### src/rtl/fwd_hazard_unit.sv
// fwd_hazard_unit
//   Operand forwarding and hazard control for a five-stage pipeline.
//   Resolves execute-stage operands from EXE_MEM, MEM_WB or a one-entry
//   hold buffer. Inserts a one-cycle bubble on load-use hazards. Freezes
//   the pipeline while the data memory is busy, and latches a timeout
//   error if the memory never answers.
//
// Ports
//   clk, rst                       clock, synchronous active-high reset
//   IF_ID_rs1/rs2                  decode-stage source registers
//   ID_EXE_*                       execute-stage operands and controls
//   EXE_MEM_*                      memory-stage write-back candidate and access
//   mem_ready                      data memory completes this cycle
//   MEM_WB_*, WB_wt_data           write-back stage result
//   forwarding_*_out               resolved ALU operands and store data
//   stall_pc, stall_IF_ID          hold the front of the pipeline
//   flush_ID_EXE                   insert a bubble into execute
//   stall_all                      freeze the whole pipeline (memory busy)
//   mem_timeout                    sticky error flag; only reset clears it
//
// state    | meaning
// ---------+----------------------------------------------------
// RUN      | normal flow, no outstanding memory wait
// MEM_WAIT | memory access outstanding, counting wait cycles
// ERROR    | memory timed out, pipeline frozen until reset

module fwd_hazard_unit #(
  parameter int XLEN        = 32,
  parameter int RW          = 5,
  parameter int MEM_TIMEOUT = 15
) (
  input  logic            clk,
  input  logic            rst,
  input  logic [RW-1:0]   IF_ID_rs1,
  input  logic [RW-1:0]   IF_ID_rs2,
  input  logic [RW-1:0]   ID_EXE_read_reg1,
  input  logic [RW-1:0]   ID_EXE_read_reg2,
  input  logic [XLEN-1:0] ID_EXE_ALU_A,
  input  logic [XLEN-1:0] ID_EXE_ALU_B,
  input  logic [XLEN-1:0] ID_EXE_data_out,
  input  logic            ID_EXE_mem_w,
  input  logic            ID_EXE_mem_r,
  input  logic            ID_EXE_reg_write,
  input  logic [RW-1:0]   ID_EXE_written_reg,
  input  logic            EXE_MEM_reg_write,
  input  logic            EXE_MEM_mem_r,
  input  logic            EXE_MEM_mem_access,
  input  logic [RW-1:0]   EXE_MEM_written_reg,
  input  logic [XLEN-1:0] EXE_MEM_ALU_out,
  input  logic            mem_ready,
  input  logic            MEM_WB_reg_write,
  input  logic [RW-1:0]   MEM_WB_written_reg,
  input  logic [XLEN-1:0] WB_wt_data,
  output logic [XLEN-1:0] forwarding_ALU_A_out,
  output logic [XLEN-1:0] forwarding_ALU_B_out,
  output logic [XLEN-1:0] forwarding_data_out,
  output logic            stall_pc,
  output logic            stall_IF_ID,
  output logic            flush_ID_EXE,
  output logic            stall_all,
  output logic            mem_timeout
);

  localparam logic [1:0] ST_RUN      = 2'd0;
  localparam logic [1:0] ST_MEM_WAIT = 2'd1;
  localparam logic [1:0] ST_ERROR    = 2'd2;

  localparam logic [7:0] TIMEOUT_CNT = 8'(MEM_TIMEOUT);

  logic [1:0]      state, state_nxt;
  logic [7:0]      wait_cnt, wait_cnt_nxt;
  logic            stall_mem;

  logic            hold_valid;
  logic [RW-1:0]   hold_reg;
  logic [XLEN-1:0] hold_data;

  // ---------------------------------------------------------------
  // Forwarding. Forwarding is disabled during reset so that the
  // outputs pass straight through, even if the hold buffer has not
  // been cleared yet.
  // ---------------------------------------------------------------
  logic            fwd_en;
  logic            exe_src_ok, wb_src_ok, hold_src_ok;
  logic            a_exe, a_wb, a_hold;
  logic            b_exe, b_wb, b_hold;
  logic [XLEN-1:0] fwd_a, fwd_r2;

  assign fwd_en      = !rst;
  // A load in EXE_MEM has no data yet; its ALU_out is only the address.
  assign exe_src_ok  = fwd_en && EXE_MEM_reg_write && !EXE_MEM_mem_r && (EXE_MEM_written_reg != '0);
  assign wb_src_ok   = fwd_en && MEM_WB_reg_write && (MEM_WB_written_reg != '0);
  assign hold_src_ok = fwd_en && hold_valid && (hold_reg != '0);

  assign a_exe  = exe_src_ok  && (EXE_MEM_written_reg == ID_EXE_read_reg1);
  assign a_wb   = wb_src_ok   && (MEM_WB_written_reg  == ID_EXE_read_reg1);
  assign a_hold = hold_src_ok && (hold_reg            == ID_EXE_read_reg1);
  assign b_exe  = exe_src_ok  && (EXE_MEM_written_reg == ID_EXE_read_reg2);
  assign b_wb   = wb_src_ok   && (MEM_WB_written_reg  == ID_EXE_read_reg2);
  assign b_hold = hold_src_ok && (hold_reg            == ID_EXE_read_reg2);

  always_comb begin
    fwd_a = ID_EXE_ALU_A;
    if (a_exe)       fwd_a = EXE_MEM_ALU_out;
    else if (a_wb)   fwd_a = WB_wt_data;
    else if (a_hold) fwd_a = hold_data;
  end

  // The rs2 result goes to the store-data path for stores, to ALU B otherwise.
  always_comb begin
    fwd_r2 = ID_EXE_mem_w ? ID_EXE_data_out : ID_EXE_ALU_B;
    if (b_exe)       fwd_r2 = EXE_MEM_ALU_out;
    else if (b_wb)   fwd_r2 = WB_wt_data;
    else if (b_hold) fwd_r2 = hold_data;
  end

  assign forwarding_ALU_A_out = fwd_a;
  assign forwarding_ALU_B_out = ID_EXE_mem_w ? ID_EXE_ALU_B : fwd_r2;
  assign forwarding_data_out  = ID_EXE_mem_w ? fwd_r2 : ID_EXE_data_out;

  // ---------------------------------------------------------------
  // Memory-wait control FSM
  // ---------------------------------------------------------------
  always_comb begin
    state_nxt    = state;
    wait_cnt_nxt = wait_cnt;
    stall_mem    = 1'b0;
    case (state)
      ST_RUN: begin
        if (EXE_MEM_mem_access && !mem_ready) begin
          stall_mem    = 1'b1;
          state_nxt    = ST_MEM_WAIT;
          wait_cnt_nxt = 8'd1;
        end else begin
          wait_cnt_nxt = 8'd0;
        end
      end
      ST_MEM_WAIT: begin
        stall_mem = !mem_ready;
        if (mem_ready) begin
          state_nxt    = ST_RUN;
          wait_cnt_nxt = 8'd0;
        end else if (wait_cnt == TIMEOUT_CNT) begin
          state_nxt = ST_ERROR;
        end else begin
          wait_cnt_nxt = wait_cnt + 8'd1;
        end
      end
      ST_ERROR: begin
        stall_mem = 1'b1;
      end
      default: begin
        state_nxt    = ST_RUN;
        wait_cnt_nxt = 8'd0;
      end
    endcase
  end

  always_ff @(posedge clk) begin
    if (rst) begin
      state       <= ST_RUN;
      wait_cnt    <= 8'd0;
      mem_timeout <= 1'b0;
    end else begin
      state    <= state_nxt;
      wait_cnt <= wait_cnt_nxt;
      if (state_nxt == ST_ERROR) mem_timeout <= 1'b1;
    end
  end

  // ---------------------------------------------------------------
  // Pipeline control. The load-use bubble is suppressed while frozen;
  // the hazard inputs are held during the freeze, so the bubble is
  // raised on the first unfrozen cycle.
  // ---------------------------------------------------------------
  logic load_use, bubble;

  assign stall_all = !rst && stall_mem;
  assign load_use  = ID_EXE_mem_r && ID_EXE_reg_write && (ID_EXE_written_reg != '0) &&
                     ((ID_EXE_written_reg == IF_ID_rs1) || (ID_EXE_written_reg == IF_ID_rs2));
  assign bubble    = !rst && !stall_all && load_use;

  assign stall_pc     = stall_all || bubble;
  assign stall_IF_ID  = stall_all || bubble;
  assign flush_ID_EXE = bubble;

  // ---------------------------------------------------------------
  // Hold buffer: while frozen, MEM_WB still retires, and its result
  // would otherwise be lost before the consumer in execute advances.
  // ---------------------------------------------------------------
  always_ff @(posedge clk) begin
    if (rst) begin
      hold_valid <= 1'b0;
      hold_reg   <= '0;
      hold_data  <= '0;
    end else if (!stall_all) begin
      hold_valid <= 1'b0;
    end else if (MEM_WB_reg_write && (MEM_WB_written_reg != '0)) begin
      hold_valid <= 1'b1;
      hold_reg   <= MEM_WB_written_reg;
      hold_data  <= WB_wt_data;
    end
  end

endmodule

### config.mk
export PLATFORM = sky130hd
export DESIGN_NAME = fwd_hazard_unit
export DESIGN_NICKNAME = d
export VERILOG_FILES = /design/src/rtl/fwd_hazard_unit.sv
export SDC_FILE = /design/constraint.sdc
export NUM_CORES = 1
export LEC_CHECK = 0
export BUFFER_PORTS_ARGS = -buffer_cell sky130_fd_sc_hd__buf_2
export CAP_MARGIN = 20
export CORE_MARGIN = 3
export CORE_UTILIZATION = 45
export CTS_BUF_LIST = sky130_fd_sc_hd__clkbuf_4 sky130_fd_sc_hd__clkbuf_8
export CTS_CLUSTER_DIAMETER = 200
export DETAILED_ROUTE_END_ITERATION = 8
export PLACE_DENSITY = 0.81
export SYNTH_ARGS = -nofsm -noshare
export SYNTH_HDL_FRONTEND = slang
export SYNTH_SLANG_ARGS = --single-unit
### constraint.sdc
create_clock -name clk -period 2.5 [get_ports clk]
set_clock_uncertainty 0.15 [all_clocks]
set_input_delay 0.125 -clock clk [delete_from_list [all_inputs] [get_ports clk]]
set_output_delay 0.125 -clock clk [all_outputs]
set_load 0.005 [all_outputs]
==> summary by stage <==
STA
Setup repair after global routing could not meet its margin everywhere. The final hold violation count came to 0. The worst pin sits at a relative slew slack of 22.1%.

The setup violation total in the final timing report is 96. The slew of the pin with the lowest slew margin is 1.16 ns. Derived from the worst setup path, the maximum achievable clock frequency is 361 MHz.

The max-slew violation count came to 0. The final setup slack of the worst path is -0.269 ns. Dividing the final minimum period by the clock period gives 111%. After layout, the minimum clock period comes to 2.77 ns.

Routing
Summing over every cut layer, the via total after detailed routing is 9085. The initial DRC count is 1628. The average wire per standard cell is 22.1 um.

The DRC violation count after routing is 0. The first detailed-routing pass took 8 iterations. After detailed routing, the number of vias per cell comes to 6.58. The antenna violation net count after detailed routing is 0. After detailed routing, the total wire length is 30500 um.

CTS
The clock drives 49 sinks. The maximum number of buffers from clock root to sink is 2. Buffers inserted during clock tree synthesis total 5. The clock latency of the later-clocked register in the worst-skew pair is 0.31 ns. CTS built an H-tree with a depth of 2. The cell sitting at the root of the clock tree is a sky130_fd_sc_hd__clkbuf_8.

The clock edge transition at the registers on the reported setup and hold paths is 0.11 ns. The CTS tree is done.

Synthesis
The share of synthesized area occupied by flip-flops and latches is 16.5%. Synthesis instantiated 52 different standard cells from the library. The synthesis-stage register bit count is 49.

The Yosys warning count is 0. The net count after synthesis is 1071. Synthesis produced a netlist whose cell count is 865. Each instance of the synthesized netlist takes up on average 6.89 um2. The area of the mapped netlist is 0.00596 mm2.

Min path
The worst min-delay path category is input port to flip-flop.

Critical path
Together, buffers and inverters on the worst path number 4. The cell that appears most often on the critical path is sky130_fd_sc_hd__buf_12. The critical setup path kind is flip-flop to output port. The data required time of the worst path is 2.23 ns. The cell family with the largest share of critical-path delay is compound AO/OA/AOI/OAI gates.

The category of the worst setup path capture point is an output port. Of all nets on the critical path, the largest fanout is 8. Walking the worst path, the cells encountered are nand2b_1 > o21bai_4 > buf_12 > buf_12 > buf_16 > or4_4 > a311oi_4 > o2bb2ai_1 > buf_2. STA puts the critical path data arrival time at 2.49 ns. The startpoint type of the worst setup path is a flip-flop. In this design, the stage delay of the slowest critical-path cell is 0.53 ns. For this design, the slowest cell found on the critical path is sky130_fd_sc_hd__or4_4.

Power and ir drop
Net switching is 38.1% of the power. Of the total power, combinational logic draws 49.2%. The overall power consumption is 2.65 mW. The clock network accounts for 20.1% of the total power.

Dividing total power by cell area gives a power density of 273 mW/mm2. The internal power of the cells totals 1.64 mW. For this design the static power due to leakage is 3.96 nW. The worst supply voltage drop on vdd is 257 uV. The sequential share of power is 30.7%.

The switching power is 1.01 mW.

Global route
For this run, the total global-route usage over all layers was measured as 37.5%. Global routing finished with a remaining overflow of 0. Entering global routing, the biggest net connects 65 pins. The number of antenna violations at the first check in global routing is 3. The first global-routing pass estimated 44000 um of wire.

The via count of the first global-routing pass came to 8288.

Placed design
At the placement stage, the worst setup path has a slack of -0.310 ns. Including well taps, the total number of placed cells is 1301. The count of buffers inserted at the top-level ports is 305. The half-perimeter wire length after detailed placement is 19800 um. Routability-driven placement finished with a final weighted congestion of 1.02.

Floorplanning
The number of rows in the core area is 41. The vertical extent of the die is 121 um. The total die area is 0.0147 mm2. The count of boundary I/O pins is 306.

The floorplan step set the die width to 121 um. After floorplanning, the core was sized to cover 0.0128 mm2. The initial core utilization is 46.6%.

Finish
Summing all flip-flop and latch instances after layout gives 997 um2. The area added between synthesis and finish is 62.8%. The total number of nets in the final design is 1413. The commonest non-fill, non-tap cell in the layout is sky130_fd_sc_hd__buf_2. After filler insertion, the fill cell instance count of the layout stands at 897. Leaving out fill and tap cells, the most frequent cells in the layout are sky130_fd_sc_hd__buf_2 (304), sky130_fd_sc_hd__nand2_1 (117), sky130_fd_sc_hd__a21oi_1 (73), sky130_fd_sc_hd__nor2_1 (45). The final instance count without filler cells is 1381. The area used by multi-input combinational logic is 0.00537 mm2. The flip-flop count of the largest register, all copies and words added is 32. The ratio of cells with drive above 1 in the final layout is 44.5%.

Outcome
The run finished, with violations left. The final reports fail on setup timing.

Job
The max-cap check violation count is 0.
-- power groups by stage --
stage	Sequential, mW	Clock [mW]	Combinational [mW]
after global routing	0.815	0.563	1.37
after CTS	0.811	0.537	1.20
after floorplan	0.824	0	0.503
after global placement	0.831	0	1.01
final	0.813	0.531	1.30
after detailed placement	0.832	0	1.02
-- layout make-up --
cell class | count | share of cell area (%)
Multi-Input combinational cell | 716 | 55.4
Timing Repair Buffer | 420 | 30.5
Sequential cell | 49 | 10.3
Tap cell | 172 | 2.22
Clock buffer | 5 | 0.710
Inverter | 15 | 0.581
Clock inverter | 3 | 0.297
Antenna cell | 1 | 0.0258
-- what timing repair did --
action / 4_1_cts / 5_1_grt
pin swaps: 120 / 43
endpoints found under the setup margin: 95 / 96
hold buffers: 33 / 0
hold endpoints to repair: 34 / 0
resized for setup: 136 / 58
gates cloned: 12 / 3
setup buffers: 19 / 8
-- worst register-to-register path: stages, from the launching register on --
cell                      delay [ns]
sky130_fd_sc_hd__dfxtp_1        0.37
sky130_fd_sc_hd__nor2b_1        0.27
sky130_fd_sc_hd__a21oi_1        0.11
sky130_fd_sc_hd__nor2_2         0.73
sky130_fd_sc_hd__buf_12         0.26
sky130_fd_sc_hd__nand2_1        0.09
sky130_fd_sc_hd__a21oi_1        0.15
-- kinds of logic after synthesis --
family | count (synthesis) | synth area share, %
AND/OR/NAND/NOR | 271 | 22.0
adder cells (fa/ha/maj) | 1 | 0.210
buffers and inverters | 105 | 7.56
multiplexers | 32 | 5.38
XOR/XNOR | 44 | 6.47
flip-flops | 49 | 16.5
AO/OA/AOI/OAI | 363 | 41.9
-- Yosys cell counts (all sizes together) --
cell type | count | area share, %
dfxtp | 49 | 16
a21boi | 32 | 4.0
a22o | 11 | 1.6
a31oi | 40 | 4.2
ha | 1 | 0.21
o211a | 1 | 0.29
nor4b | 1 | 0.15
xnor2 | 31 | 4.6
nand3 | 7 | 0.59
nor2 | 46 | 2.9
nor2b | 2 | 0.21
or4b | 1 | 0.17
and3 | 1 | 0.11
nor4 | 6 | 0.95
xor2 | 13 | 1.9
nand3b | 1 | 0.13
mux2i | 32 | 5.4
or4 | 19 | 2.5
o32ai | 1 | 0.15
buf | 25 | 2.5
or3 | 4 | 0.42
nand2b | 20 | 2.1
clkbuf | 65 | 4.1
a31o | 1 | 0.15
a311oi | 14 | 2.2
nand4 | 2 | 0.21
o22ai | 38 | 4.0
and2 | 1 | 0.15
or2 | 22 | 2.3
o31ai | 66 | 8.3
o21bai | 2 | 0.44
o211ai | 20 | 2.6
o21ai | 19 | 1.6
a211oi | 21 | 2.6
nor3 | 18 | 1.5
clkinv | 1 | 0.063
nand2 | 118 | 7.4
o2bb2ai | 13 | 1.9
nor3b | 2 | 0.25
a21oi | 73 | 6.1
a211o | 11 | 1.6
inv | 14 | 0.88
-- routing by layer --
metal / GRT usage [%] / routed length, um / vias up
met5: 0 / 27 / -
met4: 14.5 / 1540 / 4
met3: 7.69 / 3810 / 176
met2: 63.3 / 14100 / 804
met1: 46.7 / 11000 / 4132
li1: - / - / 3969
-- per-stage QoR --
stage	TNS (ns)	instance area (um2)	hold slack (ns)	utilization, %
2_1_floorplan	0	5960	0.111	-
3_3_place_gp	-3.77	7890	0.231	61.8
3_5_place_dp	-4.67	7890	0.233	61.8
4_1_cts	-11.48	9300	0.0126	72.8
5_1_grt	-18.65	9690	0.0278	75.9
6_report	-13.42	9690	0.0129	75.9
-- worst paths after layout --
kind | from | end | slack, ns | cells past startpoint
max | hold_valid$_SDFFE_PP0P_ | forwarding_data_out[17] | -0.27 | 9
min | rst | hold_data[13]$_SDFFE_PP0P_ | 0.01 | 3
max reg2reg | state[1]$_SDFF_PP0_ | hold_data[16]$_SDFFE_PP0P_ | 0.30 | 6
min reg2reg | hold_data[7]$_SDFFE_PP0P_ | hold_data[7]$_SDFFE_PP0P_ | 0.34 | 2
(Power assumes the default switching activity.)
